$ cat src/rtl/apb_xfer_controller.sv
// APB transfer sequencer for the AHB-to-APB bridge.
// Accepts one request at a time, decodes it to one of three peripheral
// selects, runs the APB SETUP/ENABLE phases and returns a registered response.
// Optional build macro: APB_WAIT_EN (honour pready, with a bounded wait abort).
module apb_xfer_controller #(
  parameter int unsigned WAIT_LIMIT = 15
) (
  input  logic        hclk,
  input  logic        hreset,
  input  logic        req_valid,
  output logic        req_ready,
  input  logic        req_write,
  input  logic [31:0] req_addr,
  input  logic [31:0] req_wdata,
  output logic        resp_valid,
  output logic        resp_err,
  output logic [31:0] resp_rdata,
  output logic [2:0]  psel,
  output logic        penable,
  output logic        pwrite,
  output logic [31:0] paddr,
  output logic [31:0] pwdata,
  input  logic [31:0] prdata,
  input  logic        pready
);

  localparam logic [1:0] S_IDLE   = 2'd0;
  localparam logic [1:0] S_SETUP  = 2'd1;
  localparam logic [1:0] S_ENABLE = 2'd2;
  localparam logic [1:0] S_ERR    = 2'd3;

  logic [1:0] r_state;
  logic       r_err_defer;
  logic [2:0] w_sel;
  logic       w_hit;
  logic       w_accept;
  logic       w_complete;
  logic       w_abort;

  // Address decode: three 64 MiB windows starting at 0x8000_0000
  always_comb begin
    w_sel = '0;
    case (req_addr[31:26])
      6'b100000: w_sel = 3'b001;
      6'b100001: w_sel = 3'b010;
      6'b100010: w_sel = 3'b100;
      default:   w_sel = '0;
    endcase
  end

  assign w_hit = |w_sel;

`ifdef APB_WAIT_EN
  logic [3:0] r_wait_cnt;

  assign w_complete = (r_state == S_ENABLE) && pready;
  assign w_abort    = (r_state == S_ENABLE) && !pready && (r_wait_cnt == 4'(WAIT_LIMIT));

  // Count stalled ENABLE cycles; restart for every new transfer
  always_ff @(posedge hclk or posedge hreset) begin
    if (hreset) begin
      r_wait_cnt <= '0;
    end else if (r_state == S_SETUP) begin
      r_wait_cnt <= '0;
    end else if ((r_state == S_ENABLE) && !pready && !w_abort) begin
      r_wait_cnt <= r_wait_cnt + 4'd1;
    end
  end
`else
  logic w_unused_pready;

  assign w_unused_pready = pready;
  assign w_complete      = (r_state == S_ENABLE);
  assign w_abort         = 1'b0;
`endif

  assign req_ready = (r_state == S_IDLE) || w_complete;
  assign w_accept  = req_valid && req_ready;

  // Transfer sequencing, APB drive and response generation
  always_ff @(posedge hclk or posedge hreset) begin
    if (hreset) begin
      r_state     <= S_IDLE;
      r_err_defer <= 1'b0;
      psel        <= '0;
      penable     <= 1'b0;
      pwrite      <= 1'b0;
      paddr       <= '0;
      pwdata      <= '0;
      resp_valid  <= 1'b0;
      resp_err    <= 1'b0;
      resp_rdata  <= '0;
    end else begin
      resp_valid <= 1'b0;
      resp_err   <= 1'b0;
      resp_rdata <= '0;
      case (r_state)
        S_IDLE: begin
          if (w_accept) begin
            if (w_hit) begin
              r_state <= S_SETUP;
              psel    <= w_sel;
              paddr   <= req_addr;
              pwrite  <= req_write;
              pwdata  <= req_wdata;
              penable <= 1'b0;
            end else begin
              r_state    <= S_ERR;
              resp_valid <= 1'b1;
              resp_err   <= 1'b1;
            end
          end
        end
        S_SETUP: begin
          penable <= 1'b1;
          r_state <= S_ENABLE;
        end
        S_ENABLE: begin
          if (w_abort) begin
            r_state    <= S_ERR;
            psel       <= '0;
            penable    <= 1'b0;
            resp_valid <= 1'b1;
            resp_err   <= 1'b1;
          end else if (w_complete) begin
            resp_valid <= 1'b1;
            resp_rdata <= pwrite ? '0 : prdata;
            penable    <= 1'b0;
            if (w_accept && w_hit) begin
              r_state <= S_SETUP;
              psel    <= w_sel;
              paddr   <= req_addr;
              pwrite  <= req_write;
              pwdata  <= req_wdata;
            end else if (w_accept) begin
              // The ERR cycle already carries this transfer's completion
              // pulse, so the miss's error pulse follows one cycle later.
              r_state     <= S_ERR;
              r_err_defer <= 1'b1;
              psel        <= '0;
            end else begin
              r_state <= S_IDLE;
              psel    <= '0;
            end
          end
        end
        S_ERR: begin
          r_state <= S_IDLE;
          if (r_err_defer) begin
            r_err_defer <= 1'b0;
            resp_valid  <= 1'b1;
            resp_err    <= 1'b1;
          end
        end
        default: r_state <= S_IDLE;
      endcase
    end
  end

endmodule

$ cat config.mk
export PLATFORM = sky130hd
export DESIGN_NAME = apb_xfer_controller
export DESIGN_NICKNAME = d
export VERILOG_FILES = /design/src/rtl/apb_xfer_controller.sv
export SDC_FILE = /design/constraint.sdc
export NUM_CORES = 1
export LEC_CHECK = 0
export BUFFER_PORTS_ARGS = -buffer_cell sky130_fd_sc_hd__buf_4
export CAP_MARGIN = 25
export CORE_UTILIZATION = 50
export DETAILED_ROUTE_END_ITERATION = 8
export GPL_ROUTABILITY_DRIVEN = 0
export PLACE_DENSITY_LB_ADDON = 0.08
export SYNTH_ARGS = -nofsm -noshare
export SYNTH_HDL_FRONTEND = slang
export SYNTH_SLANG_ARGS = --single-unit
$ cat constraint.sdc
create_clock -name hclk -period 10.1 [get_ports hclk]
set_clock_uncertainty 0.2 [all_clocks]
set_input_delay 2.02 -clock hclk [delete_from_list [all_inputs] [get_ports hclk]]
set_output_delay 2.02 -clock hclk [all_outputs]
set_load 0.03 [all_outputs]
* Yosys cells after proc, flatten, opt, wreduce, memory -nomap -nowiden
Cells that the tools add are included.
W data, S select, Z words.
** Cells by class
- Equality and inequality tests :: 11
- Reduce and logical (&&, ||, !) cells :: 12
- Muxes and demuxes :: 35
** Operators with widths (number)
- $mux W32 :: 8
- $pmux W32 S2 :: 2
- $eq A6 B6 Y1 const B :: 3
- $mux W1 :: 10
- $mux W3 :: 3
- $pmux W3 S3 :: 1
- $reduce_and A3 Y1 :: 3
- $mux W2 :: 4
- $ne A2 B2 Y1 const B :: 4
- $pmux W2 S4 :: 1
- $pmux W1 S2 :: 3
- $pmux W1 S3 :: 2
- $pmux W3 S2 :: 1
- $eq A2 B2 Y1 const B :: 2
- $reduce_and A4 Y1 :: 1
- $reduce_bool A2 Y1 :: 2
- $reduce_bool A3 Y1 :: 1
- $reduce_or A3 Y1 :: 1
- $eq A2 B1 Y1 const B :: 1
- $logic_and A1 B1 Y1 :: 2
- $logic_not A2 Y1 :: 1
- $ne A2 B1 Y1 const B :: 1
- $logic_or A1 B1 Y1 :: 1
** Word-level totals
- Bits of input ports :: 101
- Bits in registers :: 106

* Depth between registers and ports, before layout
- Depth after elaboration :: 6
- Depth in mapped cells :: 8
- Gate-level depth less buffers :: 5

* Worst setup path before layout
Ideal clock, no wire load.
- Path type :: input -> register
- From :: input port req_addr[29]
- To :: register penable
- Required time :: 9.775 ns
- Setup slack :: 6.476 ns
- Data arrival time :: 3.300 ns
- Path buffers :: 1
- Cell stages on the path :: 4
- Setup time :: 0.125 ns
- Path through :: or4b_1 clkbuf_1 o32ai_1 mux2_2
** Between the ends
- Cells in the longest elaborated chain, start to end :: 5
- Elaborated cells on any way between the ends :: 7
- Those cells by class :: 4 x eq/ne; 1 x mux; 2 x reduce/logical
** RTL lines
- from (decl) :: line 13 : input logic [31:0] req_addr,
- $eq A6 B6 Y1 :: line 43 : case (req_addr[31:26])
- $pmux W3 S3 (*) :: line 43
- $reduce_or A3 Y1 (*) :: line 51 : assign w_hit = |w_sel;
- $ne A2 B2 Y1 (no source line) (*)
- $reduce_and A3 Y1 (no source line) (*)
- to (signal assigned) :: line 86 : penable <= 1'b0;
- to (signal assigned) :: line 106 : penable <= 1'b0;
- to (signal assigned) :: line 115 : penable <= 1'b1;
- to (decl) :: line 19 : output logic penable,
Mark *: on every way between the ends. The rest lies on a longest branch, timed or not.
A chain may end at the register's enable or synchronous reset.

* Final worst setup path
- From :: register r_state[0]
- To :: output port req_ready
** Between the ends
- Cells in the longest elaborated chain, start to end :: 2
- Elaborated cells on any way between the ends :: 3
- Those cells by class :: 1 x eq/ne; 2 x reduce/logical
** RTL lines
- from (decl) :: line 32 : logic [1:0] r_state;
- from (signal assigned) :: line 83 : r_state <= S_IDLE;
- from (signal assigned) :: line 101 : r_state <= S_SETUP;
- from (signal assigned) :: line 108 : r_state <= S_ERR;
- $eq A2 B2 Y1 or $logic_not A2 Y1 (tied branches) :: line 73, 77
- $logic_or A1 B1 Y1 (*) :: line 77 : assign req_ready = (r_state == S_IDLE) || w_complete;
- to (decl) :: line 11 : output logic req_ready,
Marked as above.

==> summary.md <==
| Metric | Value |
|---|---|
| Core area | roughly 8200 sq um |
| Antenna viol nets, final | 0 |
| Register bit count reported by yosys | roughly 110 |
| Layout Cells excl Fill | approximately 580 |
| Clock share of power | 0.129 |
| Net Sw Power | 0.760 mW |
| GRT Max-Usage Layer | met2 |
| Critical path peak fanout | 11 |
| Top Ports | just over 200 |
| Worst-margin pin slew | 1.00 ns |
| Root Buffer | clkbuf_8 |
| Via-per-instance ratio | 4.92 |
| Syn. warnings | 0 |
| M3 GR Usage | 0.0720 |
| CTS tree | built |
| Clk Latency, worst-skew pair | between 0.3 and 0.4 ns |
| Clk pin slew, worst setup/hold paths | 0.09 ns |
| Seq/Total Area, Yosys | 0.626 |
| Slowest Stage Delay on Critical Path | a little over 0.4 ns |
| Fin. Hold Viols | 0 |
| Clock Sinks | ~110 |
| Power Density | ~310 nW/um^2 |
| Critical-path top delay cell | dfrtp_1 |
| Syn avg cell area | ~16 sq um |
| Initial core utilization | 0.516 |
| Vias | between 2000 and 3000 |
| DRC Markers | 0 |
| Final worst path period need | 3.98 ns |
| Syn Nets | around 370 |
| Sw frac | 0.406 |
| DRT iter0 DRCs | a little over 100 |
| Lkg Pwr | between 3 and 4 nW |
| Share of cells above drive strength 1 | 0.605 |
| GRT met1 Usage | 0.256 |
| Drt wl/cell | between 15 and 20 um |
| Largest net degree at the start of global routing | 60 |
| # H-tree levels | 3 |
| Placed instance count | approximately 570 |
| Final setup vio count | 0 |
| Setup TNS | 0 ns |
| Cts hold-fix bufs | 0 |
| Kind of critical path | flip-flop to output port |
| Synthesized area | between 4000 and 5000 sq um |
| P&R area growth vs syn | 41.6% |
| Critical Path AT | approximately 1.8 ns |
| Initial antenna violation count | 0 |
| Met2 Resource Use GR | 0.355 |
| GRT overflow | 0 |
| RSZ-0062 raised after global routing | no |
| Max-slew violation count | 0 |
| Peak VDD IR | 0.000146 V |
| Sequential share of power | 0.361 |
| Std cell rows | 33 |
| Gr usage total | 0.213 |
| Crit-path cells | inv_1 -> ha_1 -> or2_2 -> buf_4 |
| First-pass GRT wire length | about 14000 um |
| Top achievable clock speed | ~250 MHz |
| ANT cells | 0 |
| Outcome | complete, no violations |
| Number of global-route vias before repair | around 2900 |
| CTS buffer count | 9 |
| Tcrit/Tclk final | 0.394 |
| Internal Dissipation | around 1.1 mW |
| CP required | 7.88 ns |
| Gate power share | 0.510 |
| Die area | around 9000 sq um |
| Max cap viols | 0 |
| Synth unique cells | 29 |
| Crit path launch type | flip-flop |
| HP Class | flip-flop to flip-flop |
| Routed WL | about 9100 um |
| Element type at the critical path end | output port |
| Total Nets Final | 576 |
| Port bufs | 203 |
| Die W | between 90 and 100 um |
| Max Buffers Root-to-Sink | 2 |
| Post-DP HPWL | between 6000 and 7000 um |
| Slew headroom | 0.332 |
| Die height | ~94 um |
| Post-CTS Setup Bufs | 0 |
| TritonRoute pass-1 iters | 4 |
| Post-CTS resize count | 0 |
| Post-synthesis cell count | approximately 270 |
[sequential cells by signal, indices dropped and copies added, names as in the netlist]
signal and cells:
penable 1, r_state 2, r_err_defer 1, pwrite 1
resp_err 1, pwdata 32, paddr 32, resp_valid 1
resp_rdata 32, psel 3
[final cells by class]
| cell class | instances | area (sq um) |
|---|---|---|
| timing repair buffer | 206 | 1550 |
| tap | 105 | 131 |
| multi-input combinational | 143 | 1470 |
| fill | 558 | 2210 |
| clock buffer | 10 | 138 |
| inverter | 5 | 21.3 |
| sequential | 106 | 2650 |
| clock inverter | 6 | 46.3 |
[worst max-delay path, delay by kind of cell, from the launching register on]
family / cells / cell delay, ns
flip-flops: 1 / 0.41
AND/OR/NAND/NOR: 1 / 0.40
adder cells (fa/ha/maj): 1 / 0.33
buffers and inverters: 2 / 0.27
[path summary, 6_finish.rpt]
check / depth (start not counted) / endpoint / start / slack [ns]
hold / removal: 1 / paddr[31] / paddr[31] / 0.27
min in group asynchronous: 2 / resp_rdata[11] / hreset / 1.53
setup / recovery: 4 / req_ready / r_state[0] / 6.12
setup reg to reg: 6 / pwdata[9] / r_state[0] / 7.16
hold reg to reg: 1 / paddr[31] / paddr[31] / 0.27
max in group asynchronous: 3 / paddr[28] / hreset / 7.00
[Yosys cell counts (all sizes together)]
master   number  area [sq um]
a311o         1          10.0
nand3         4          20.0
o32ai         1          8.76
nor2          1          3.75
inv           5          18.8
dfrtp       106          2650
or4b          1          10.0
a31oi         6          37.5
o21ai         2          10.0
nand3b        1          7.51
a2111oi       1          8.76
nand2         5          18.8
nor4b         1          23.8
mux2         61           897
ha            4          50.1
nand2b        3          18.8
o31ai         1          7.51
nor2b         4          25.0
and2         36           225
clkbuf        6          22.5
a21o          1          8.76
a21oi         2          10.0
nand4         1          21.3
o2111ai       2          17.5
buf           8          77.6
o211ai        3          22.5
or2           1          6.26
[per-stage QoR]
| stage | hold WS [ns] | total power, mW | utilization | instance area [sq um] | setup slack (ns) |
|---|---|---|---|---|---|
| 6_report | 0.274 | 1.87 | 0.731 | 6000 | 6.12 |
| 4_1_cts | 0.284 | 1.89 | 0.731 | 6000 | 6.11 |
| 2_1_floorplan | 0.314 | 1.28 | - | 4240 | 5.09 |
| 3_3_place_gp | 0.255 | 1.62 | 0.708 | 5820 | 5.91 |
| 5_1_grt | 0.290 | 1.97 | 0.731 | 6000 | 6.03 |
| 3_5_place_dp | 0.258 | 1.64 | 0.708 | 5820 | 5.88 |
[cell usage in the layout, fill, tap and decap left out, drive strengths merged]
cell type,netlist,final
buf,8,206
dfrtp,106,106
mux2,61,61
and2,36,36
clkbuf,6,10
inv,5,8
a31oi,6,6
nand2,5,5
nor2b,4,4
nand3,4,4
ha,4,4
o211ai,3,3
nand2b,3,3
a21oi,2,2
o21ai,2,2
o2111ai,2,2
clkinvlp,0,2
nor4b,1,1
or2,1,1
nand4,1,1
nor2,1,1
a21o,1,1
or4b,1,1
a2111oi,1,1
o31ai,1,1
nand3b,1,1
a311o,1,1
o32ai,1,1
clkinv,0,1
[metal layers]
metal | routed length, um | part of all wire
met3 | 830 | 0.091
met2 | 4540 | 0.50
met4 | 91 | 0.010
met5 | 0 | 0
met1 | 3680 | 0.40
[logic make-up after synthesis]
| logic type | Yosys count | share of synthesized area |
|---|---|---|
| AO/OA/AOI/OAI | 20 | 0.0333 |
| adder cells (fa/ha/maj) | 4 | 0.0118 |
| buffers and inverters | 19 | 0.0280 |
| flip-flops | 106 | 0.626 |
| multiplexers | 61 | 0.212 |
| AND/OR/NAND/NOR | 58 | 0.0897 |
[power groups by stage]
stage | Clock (mW) | Combinational, mW | Sequential, mW
after floorplan | 0 | 0.277 | 1.00
after global placement | 0 | 0.950 | 0.674
after detailed placement | 0 | 0.959 | 0.684
after CTS | 0.250 | 0.962 | 0.677
after global routing | 0.267 | 1.01 | 0.697
final | 0.240 | 0.954 | 0.676
(Power assumes the default switching activity.)
